===== src/rtl/conv_result_rx.sv =====
// Captures a 6x6 frame of 16-bit convolution sums, rescales each to a saturated 8-bit pixel,
// then drains the frame over a valid/ready byte stream tagged with row/col/last.
module conv_result_rx #(
    parameter int WORDS = 36,
    parameter int COLS  = 6,
    parameter int SHIFT = 7
) (
    input  logic        clk,
    input  logic        rst,
    input  logic        st_in,
    input  logic [15:0] din,
    output logic [7:0]  pix_out,
    output logic        pix_valid,
    input  logic        pix_ready,
    output logic [2:0]  pix_row,
    output logic [2:0]  pix_col,
    output logic        pix_last,
    output logic        frame_done,
    output logic        short_err,
    output logic        overrun,
    output logic        busy
);

    typedef enum logic [1:0] {IDLE, CAPTURE, DRAIN} state_t;

    localparam logic [5:0] LAST     = 6'(WORDS - 1);
    localparam logic [2:0] COL_LAST = 3'(COLS - 1);

    state_t      state;
    logic [5:0]  wp;
    logic [5:0]  rp;
    logic        armed;
    logic [7:0]  mem [WORDS];

    logic [16:0] rounded;
    logic [16:0] scaled;
    logic [7:0]  pix_w;
    logic        wr_en;
    logic [5:0]  rp_nxt;

    always_comb begin
        rounded = {1'b0, din} + 17'd64;
        scaled  = rounded >> SHIFT;
        pix_w   = (scaled > 17'd255) ? 8'hFF : scaled[7:0];
    end

    // wp is always 0 in IDLE, so the first word of a frame lands at address 0.
    assign wr_en  = st_in && ((state == IDLE && armed) || state == CAPTURE);
    assign rp_nxt = rp + 6'd1;

    always_ff @(posedge clk) begin
        if (wr_en)
            mem[wp] <= pix_w;
    end

    always_ff @(posedge clk or posedge rst) begin
        if (rst) begin
            state      <= IDLE;
            wp         <= '0;
            rp         <= '0;
            armed      <= 1'b1;
            pix_out    <= '0;
            pix_valid  <= 1'b0;
            pix_row    <= '0;
            pix_col    <= '0;
            pix_last   <= 1'b0;
            frame_done <= 1'b0;
            short_err  <= 1'b0;
            overrun    <= 1'b0;
            busy       <= 1'b0;
        end else begin
            frame_done <= 1'b0;
            short_err  <= 1'b0;
            if (!st_in)
                armed <= 1'b1;

            case (state)
                IDLE: begin
                    if (st_in && armed) begin
                        wp    <= 6'd1;
                        armed <= 1'b0;
                        busy  <= 1'b1;
                        state <= CAPTURE;
                    end
                end

                CAPTURE: begin
                    if (st_in) begin
                        if (wp == LAST) begin
                            // Word 0 is already in the buffer, so the first pixel can be presented now.
                            wp        <= '0;
                            rp        <= '0;
                            pix_out   <= mem[0];
                            pix_row   <= '0;
                            pix_col   <= '0;
                            pix_last  <= 1'b0;
                            pix_valid <= 1'b1;
                            state     <= DRAIN;
                        end else begin
                            wp <= wp + 6'd1;
                        end
                    end else begin
                        short_err <= 1'b1;
                        wp        <= '0;
                        busy      <= 1'b0;
                        state     <= IDLE;
                    end
                end

                DRAIN: begin
                    if (st_in && armed) begin
                        overrun <= 1'b1;
                        armed   <= 1'b0;
                    end
                    if (pix_ready) begin
                        if (rp == LAST) begin
                            rp         <= '0;
                            pix_out    <= '0;
                            pix_row    <= '0;
                            pix_col    <= '0;
                            pix_last   <= 1'b0;
                            pix_valid  <= 1'b0;
                            frame_done <= 1'b1;
                            busy       <= 1'b0;
                            state      <= IDLE;
                        end else begin
                            rp       <= rp_nxt;
                            pix_out  <= mem[rp_nxt];
                            pix_last <= (rp_nxt == LAST);
                            if (pix_col == COL_LAST) begin
                                pix_col <= '0;
                                pix_row <= pix_row + 3'd1;
                            end else begin
                                pix_col <= pix_col + 3'd1;
                            end
                        end
                    end
                end

                default: state <= IDLE;
            endcase
        end
    end

endmodule

===== config.mk =====
export PLATFORM = sky130hd
export DESIGN_NAME = conv_result_rx
export DESIGN_NICKNAME = d
export VERILOG_FILES = /design/src/rtl/conv_result_rx.sv
export SDC_FILE = /design/constraint.sdc
export NUM_CORES = 1
export LEC_CHECK = 0
export ABC_CLOCK_PERIOD_IN_PS = 3600
export CORE_MARGIN = 2
export CORE_UTILIZATION = 55
export CTS_CLUSTER_SIZE = 10
export DETAILED_ROUTE_END_ITERATION = 16
export GPL_ROUTABILITY_DRIVEN = 0
export HOLD_SLACK_MARGIN = 0.15
export PLACE_DENSITY = 0.72
export SLEW_MARGIN = 15
export SYNTH_ARGS = -nofsm -noshare
export SYNTH_HDL_FRONTEND = slang
export SYNTH_SLANG_ARGS = --single-unit

===== constraint.sdc =====
create_clock -name clk -period 3.6 [get_ports clk]
set_input_delay 0.72 -clock clk [delete_from_list [all_inputs] [get_ports clk]]
set_output_delay 0.72 -clock clk [all_outputs]
set_load 0.05 [all_outputs]

======== After elaboration in Yosys (flattened, before gate mapping) ========
Memories as Yosys holds them, arrays and structs flattened.
Cells that the tools add are included.
cells by class
  add/subtract/negate cells ............... 5
  magnitude comparators ................... 1
  equal/unequal tests ..................... 14
  multiplexer cells ....................... 54
  reduce and logical (&&, ||, !) cells .... 16
operators by type and width
  kind                     count
  $mux W6                  7
  $mux W8                  5
  $mux W3                  8
  $pmux W6 S2              2
  $mux W1                  20
  $eq A6 B6 Y1 const B     3
  $add A16 B7 Y17 const B  1
  $pmux W8 S2              1
  $reduce_and A5 Y1        3
  $add A6 B1 Y6 const B    2
  $pmux W3 S2              2
  $gt A10 B8 Y1 const B    1
  $mux W2                  5
  $ne A2 B2 Y1 const B     4
  $reduce_and A4 Y1        2
  $add A3 B1 Y3 const B    2
  $pmux W2 S3              1
  $ne A2 B1 Y1 const B     2
  $pmux W1 S2              2
  $reduce_and A2 Y1        2
  $reduce_bool A2 Y1       2
  $eq A3 B3 Y1 const B     1
  $logic_and A1 B1 Y1      3
  $ne A3 B2 Y1 const B     1
  8 further kinds          8
word-level totals
  flip-flop bits (word level) ............. 35
  RAM bits ................................ 288
  bits of input ports ..................... 20
  output and inout bits ................... 20
  logic and storage cells ................. 104
  memories kept ........................... 1
memory list
  memory  depth  width  read ports  clocked after Yosys merged registers in  wr ports  line  source
  mem     36     8      2           0                                        1         33    logic [7:0] mem [WORDS];

======== Depth between registers and ports, before layout ========
Gate-level depths: netlist of run 1.
  depth in word-level cells ............... 6
  mapped depth ............................ 11
  mapped depth without buffers ............ 8

======== Least setup slack after synthesis of run 1 ========
Ideal clock, no wire load.
  path type ............................... input port to flip-flop
  start ................................... input din[6]
  end ..................................... memory mem[0][5] (data pin)
  library setup time ...................... 0.485 ns
  data arrival time ....................... 2.676 ns
  required time ........................... 3.115 ns
  setup slack ............................. 0.439 ns
  cell stages on the path ................. 5
  buffers on the path ..................... 0
  path through ............................ ha_1 nand3_1 nor2_1 nor2_1 o21ai_0
between the ends
  longest elaborated chain between the ends .. 3
ends and longest elaborated chain
  what                 line  source
  from (decl)          11    input logic [15:0] din,
  $add A16 B7 Y17 (*)  42    rounded = {1'b0, din} + 17'd64;
  $gt A10 B8 Y1        44    pix_w = (scaled > 17'd255) ? 8'hFF : scaled[7:0];
  $mux W8 (*)          44
  named net pix_w[5]   37    logic [7:0] pix_w;
  to (decl)            33
Mark *: on every way through the listed nets, which the timed path passes. The rest lies on a longest branch.

======== Worst setup path in the final report of run 1 ========
  start ................................... register state[1]
  end ..................................... register pix_out[2]
between the ends
  longest elaborated chain between the ends .. 3
  elaborated cells between the ends (all ways) .. 8
  those cells by class .................... 5 x eq/ne; 1 x mux; 2 x reduce/logical
ends and longest elaborated chain
  what                                                 line  source
  from (decl)                                          29    state_t state;
  from (signal assigned)                               58    state <= IDLE;
  from (signal assigned)                               83    state <= CAPTURE;
  from (signal assigned)                               98    state <= DRAIN;
  $eq A2 B1 Y1 / $eq A2 B2 Y1 (equally long branches)  77    case (state)
  $ne A2 B1 Y1 (no line) (tied with other cells)       n/a
  $reduce_and A4 Y1 (no line)                          n/a
  to (signal assigned)                                 93    pix_out <= mem[0];
  to (signal assigned)                                 128   pix_out <= mem[rp_nxt];
  to (decl)                                            12    output logic [7:0] pix_out,
Several ways; a longest one is shown, not always the timed one.
A chain may end at the register's enable or synchronous reset.

==> metrics.md, run 1 <==
| Metric | Value |
|---|---|
| Fin cells | `~1100` |
| Largest family of logic cells by synthesized area | `multiplexers` |
| CTS H-tree lvls | `2` |
| Dpl cells | `between 1000 and 1500` |
| Switching share of power | `around a quarter` |
| DRT Wirelength | `about 28000 um` |
| Core Region | `roughly 0.023 sq mm` |
| Most used DFF post-synth | `edfxtp_1` |
| Critical path endpoint category | `register` |
| Slowest stage delay, CP | `0.85 ns` |
| Syn Nets | `approximately 740` |
| Required @ worst endpoint | `roughly 4.0 ns` |
| Slew Viols, Final | `0` |
| Max Root-Sink Buffers | `3` |
| Rows | `between 50 and 60` |
| Post-route minimum period | `3.09 ns` |
| Via Count | `7078` |
| GR Overflow Total | `0` |
| Hold WC Path Type | `in -> async` |
| Area post-placement | `0.0142 sq mm` |
| DIE AREA | `approximately 0.025 sq mm` |
| Die W | `approximately 160 um` |
| Slew @ Worst Pin | `between 0.9 and 1 ns` |
| FF+latch count, synth | `323` |
| Drt via density | `6.21` |
| Worst path cell trace | `inv_1, ha_1, inv_1, o22ai_1, a211o_4, and3b_1, a22oi_1, nand2_1` |
| Clock Tree Root | `clkbuf_16` |
| Mapped cell area | `0.0132 sq mm` |
| Ant diodes | `0` |
| Final #Nets | `approximately 830` |
| Initial antenna violation count | `0` |
| CTS tree | `built` |
| Max layer used | `met4` |
| Post-Synthesis Cells | `just over 700` |
| Seq/Total Area, Yosys | `approximately 72%` |
| Post-Synth Simple-Gate Area | `5.44%` |
| Vias in the first global route | `approximately 7300` |
| Skew final | `~0.017 ns` |
| Maximum VDD drop | `between 400 and 500 uV` |
| Final ANT Viol Nets | `0` |
| Sw power | `2.28 mW` |
| Final Instance Area | `~0.015 sq mm` |
| Skew-Pair Late Insertion Delay | `0.51 ns` |
| Layout cells sized above 1 | `23.9%` |
| CTS Hold Bufs | `0` |
| Synth Area in XOR/XNOR | `0.531%` |
| HPWL after DPL | `17600 um` |
| Post-synth EDFFs | `about 290` |
| Top-count cell post-synth | `edfxtp_1` |
| Part of the power in registers | `around half` |
| Sink Count | `323` |
| Synth Area in Adders | `less than 1%` |
| Pre-antenna DRT Iters | `6` |
| Largest net degree at the start of global routing | `70` |
| DR WL/cell | `24.6 um` |
| WL met2 | `13500 um` |
| Post-Syn Area per Cell | `around 18 sq um` |
| GRT Total Usage | `a little under a quarter` |
| Clock power share | `37.0%` |
| Leakage | `5.05 nW` |
| Yosys top cell by area | `edfxtp_1` |
| Cell area power density | `589 mW/mm^2` |
| Startpoint types | `register` |
| Worst relative slew slack | `between 30% and 40%` |
| I/O Buffers | `33` |
| Synth area leaders | `edfxtp_1, mux4_2, dfrtp_1` |
| Worst-path clk slew | `~0.060 ns` |
| Yosys warning count | `0` |
| Post-synthesis mux area share | `15.5%` |
| Routed wl met3 | `approximately 2300 um` |
| WP data arrival | `~3.5 ns` |
| Final setup TNS | `0 ns` |
| Compound-cell area share of the yosys netlist | `4.03%` |
| Length of routed wiring on met1 | `11400 um` |
| Initial Utilization | `a little under three fifths` |
| Comb power frac | `between 10% and 20%` |
| Crit Path Category | `reg -> reg` |
| Crit Path Max Fanout | `15` |
| Post-synth ARST share | `around 11%` |
| Max-cap violations | `0` |
| Final setup viols | `0` |
| Area Growth Syn to Fin | `15.8%` |
| Fmax | `roughly 0.32 GHz` |
| Number of remaining DRC errors | `0` |
| Die H | `159 um` |
| Initial drt markers | `800` |
| Resized Gates After CTS | `0` |
| Share of the clock period used by the worst path | `between 80% and 90%` |
| Int Pwr | `6.70 mW` |
| FILL cells | `1559` |
| Status | `completed` |
| I/O pin total | `40` |
| Setup Fix Bufs, Post-CTS | `0` |
| Post-synth top area share | `between 60% and 70%` |
| TritonCTS Buffers | `38` |
| First-pass GRT wire length | `roughly 43000 um` |
| Final hold vios | `0` |
| Distinct cell type count after synthesis | `just over 50` |
| Most frequent CP cell | `inv_1` |
| Unrepaired setup endpoints after global routing | `false` |
| Commonest cells in the netlist | `edfxtp_1, mux4_2, nor2_1` |
| Max stage delay cell, worst path | `o22ai_1` |
[cell type report]
type                       instances  area [sq um]  share of cell area [%]
timing repair buffer              85           746                    4.89
clock buffer                      54          1040                    6.83
tap                              319           399                    2.61
inverter                           9          33.8                   0.221
sequential                       323          9530                    62.4
multi-input combinational        347          3500                    22.9
clock inverter                     2          13.8                  0.0902
[cell families after synthesis]
logic type | after synthesis
adder cells (fa/ha/maj) | 9
XOR/XNOR | 8
multiplexers | 97
buffers and inverters | 43
AND/OR/NAND/NOR | 152
flip-flops | 323
AO/OA/AOI/OAI | 81
[placed cells by master, fill, tap and decap left out, types with 9 or more instances in the layout]
master / count
edfxtp_1: 288
mux4_2: 85
nor2_1: 53
buf_4: 50
nand2_1: 46
clkbuf_16: 39
dfrtp_1: 33
clkdlybuf4s50_1: 33
o21ai_0: 22
nand3_1: 21
a21oi_1: 17
clkbuf_1: 14
inv_1: 9
mux2i_1: 9
[flip-flops by register name (all words and copies together), names as in the netlist]
name and cells:
short_err 1, frame_done 1, wp 6, pix_col 3, pix_last 1, mem 288, armed 1, rp 6
busy 1, pix_out 8, pix_row 3, overrun 1, state 2, pix_valid 1
[worst max-delay path, delay by kind of cell, from the launching register on]
family | cells | cell delay [ns]
AO/OA/AOI/OAI | 3 | 1.35
adder cells (fa/ha/maj) | 1 | 0.40
buffers and inverters | 2 | 0.45
flip-flops | 1 | 0.41
AND/OR/NAND/NOR | 2 | 0.36
[routing by layer]
layer | vias to the layer above | GRT usage, %
met5 | - | 0
met4 | 0 | 7.51
met3 | 47 | 4.99
met2 | 302 | 36.0
met1 | 3674 | 31.8
li1 | 3055 | -
[path summary, 6_finish.rpt]
| path | from | to | slack, ns | cells past startpoint |
|---|---|---|---|---|
| worst max-delay path | state[1] | pix_out[2] | 0.51 | 8 |
| worst min-delay path | rst | pix_col[2] | 0.45 | 2 |
| worst max register to register | state[1] | pix_out[2] | 0.51 | 8 |
| worst min register to register | overrun | overrun | 0.48 | 1 |
| max in group asynchronous | rst | rp[0] | 2.44 | 3 |
| min in group clk | overrun | overrun | 0.48 | 1 |
[power by group through the flow]
| stage | sequential, mW | combinational (mW) | clock, mW |
|---|---|---|---|
| 4_1_cts | 4.37 | 1.28 | 3.37 |
| 3_3_place_gp | 4.43 | 1.22 | 0 |
| 3_5_place_dp | 4.44 | 1.26 | 0 |
| 2_1_floorplan | 4.62 | 0.639 | 0 |
| 5_1_grt | 4.39 | 1.37 | 3.51 |
| 6_report | 4.38 | 1.28 | 3.32 |
[per-stage QoR]
step                      total power [mW]  setup slack (ns)  hold WS [ns]  utilization (%)
after floorplan                       5.26             0.439         0.446                -
after global placement                5.65             0.489         0.456             60.5
after detailed placement              5.71             0.388         0.467             60.5
after CTS                             9.01             0.562         0.448             65.0
after global routing                  9.27             0.326         0.454             65.0
final                                 8.98             0.510         0.446             65.0
(Power assumes the default switching activity.)
==> run 2, diff against run 1 <==
CAP_MARGIN = 20   (was unset)
==> results of run 2 <==
Final layout, timing and power as in run 1 (identical DEF).
==> run 3, diff against run 2 <==
ABC_CLOCK_PERIOD_IN_PS = unset   (was 3600)
==> results of run 3 <==
Final layout, timing and power as in run 1 (identical DEF).
==> RTL change: new RTL, config.mk and constraints of run 1 <==
Set the parameter `COLS` to 5 (it was 6).
--- a/src/rtl/conv_result_rx.sv
+++ b/src/rtl/conv_result_rx.sv
@@ -2,7 +2,7 @@
 // then drains the frame over a valid/ready byte stream tagged with row/col/last.
 module conv_result_rx #(
     parameter int WORDS = 36,
-    parameter int COLS  = 6,
+    parameter int COLS  = 5,
     parameter int SHIFT = 7
 ) (
     input  logic        clk,
Formal check against the unedited RTL: same outputs for any inputs over 10 cycles, from zero or initial values and one cycle with rst high; that may be too few to reach the edited logic, so the function may still have changed.
==> RTL change against run 1 <==
  * Synthesized area grew 0.64%
  * Routed wire length grew 3.6%
  * Sequential cell count is the same
  * Cell count is essentially flat
  * Sequential share of layout area shrank 0.17 points
  * Final area grew 0.28%
  * Synthesized cell count grew 0.42%
  * Worst setup slack gained 330 ps
  * Non-clock buffer count shrank 1
  * Critical endpoint is now pix_out[6]
Power is not compared: it rests on default switching activity, and its combinational part moved more than twofold at a synthesized area within 25%.
==> RTL change: results (changes against run 1) <==
| Metric | Value |
|---|---|
| Register area share after synthesis | `0.718 (-0.00457)` |
| Worst Tran Pin Value | `861 ps (-135 ps)` |
| Adder-Cell Fraction of Synth Area | `0.0104 (+0.00183)` |
| DP Area | `14200 um^2 (about the same)` |
| GRT Util Overall | `0.234 (+0.00710)` |
| Placed cell count | `1081 (-0.18%)` |
| Post-route clock period utilization | `0.767 (-0.0915)` |
| Mux contribution to synthesized area | `0.149 (-0.00550)` |
| Fin Hold WS | `461 ps (+15.5 ps)` |
| Hold Path Origin | `pix_last` |
| Worst reg-to-reg path cell count | `6 (-2)` |
| First-pass GRT wire length | `43900 um (+2.0%)` |
| Worst-Skew Late Latency | `520 ps` |
| Initial drt markers | `698 (-13%)` |
| Post-Synth XOR/XNOR Area | `0.0100 (+0.00468)` |
| Hold Path Class | `reg2reg` |
| Count of port buffers added during placement | `33 (unchanged)` |
| Vias in the first global route | `7286 (-0.027%)` |
| Largest net degree at the start of global routing | `40 (-43%)` |
| Critical Path Source | `rp[0]` |
| Yosys cell types | `50 (-2.0%)` |
| Crit-path leading delay family | `multiplexers` |
| Async S/R FF share, synth | `0.108 (unchanged)` |
| Skew final | `21.1 ps (+3.92 ps)` |
| Synth top cells by count | `edfxtp_1 (288), mux4_2 (83), nor2_1 (52), dfrtp_1 (34), nand2_1 (31)` |
| Post-synthesis compound-gate area fraction | `0.0351 (-0.00525)` |
| DRT Pass-1 Iters | `5 (-1)` |
| DP HPWL | `17900 um (+1.6%)` |
| Reg-to-Reg End | `pix_out[6]` |
| Synth Net Count | `747 (+0.67%)` |
| WL final | `29000 um (+3.6%)` |
| Slowest stage cell, crit path | `mux4_2` |
| CTS resizes | `0 (unchanged)` |
| Clock transition at path regs | `about 50 ps` |
| Setup WS pre-CTS | `484 ps (+95.6 ps)` |
| Initial antenna violation count | `0 (unchanged)` |
| Routed len/inst | `25.5 um (+3.7%)` |
| Fillers | `1600 (+2.6%)` |
| Yosys warning total | `0 (unchanged)` |
| Largest stage delay, worst path | `610 ps (-240 ps)` |
| Top post-synthesis cells by area | `edfxtp_1 (65%), mux4_2 (14%), dfrtp_1 (6.4%)` |
| Crit path max fanout | `24 (+9)` |
| Power Total | `approximately 8300 uW` |
| Status | `complete, no violations` |
| Layout cell share with drive strength beyond 1 | `0.241 (+0.00151)` |
| Number of flops mapped to enable cells by yosys | `288 (unchanged)` |
| CTS root buffer | `clkbuf_16` |
| Pwr dens | `~540 nW/um^2` |
| R2r setup slk | `840 ps (+330 ps)` |
| Syn_area_per_cell | `18.5 um^2 (+0.21%)` |
| Post-CTS Setup Inserts | `0 (unchanged)` |
| Crit path arrival time | `3150 ps (-340 ps)` |
| Routed vias | `7039 (-0.55%)` |
| Biggest regs | `mem (288), pix_out (8)` |
RTL change: changes by cell type in the layout (fill, tap and decap cells not counted), sizes merged, moves of 4 or more:
| cell | before | now |
|---|---|---|
| nand2 | 46 | 31 |
| o31ai | 3 | 12 |
| o21ai | 24 | 20 |
| xor2 | 5 | 9 |
| mux2i | 9 | 3 |
| nor2b | 6 | 12 |
| nor3b | 5 | 10 |
| o41ai | 5 | 0 |
| a21oi | 17 | 8 |
| a22oi | 8 | 0 |
| nand2b | 2 | 8 |
| mux2 | 3 | 7 |
| a211oi | 0 | 6 |
RTL change: layer usage:
metal,vias to the layer above,share of wire,track usage
met5,-,0,0
met4,0,0.026,0.0777
met3,49,0.067,0.0435
met1,3657,0.39,0.310
met2,298,0.52,0.397
li1,3035,-,-
RTL change: cell type report:
type                       count  area share
sequential                   323       0.623
multi-input combinational    344       0.230
clock buffer                  56      0.0714
timing repair buffer          84      0.0474
tap                          319      0.0261
inverter                      11     0.00270
clock inverter                 1    0.000327
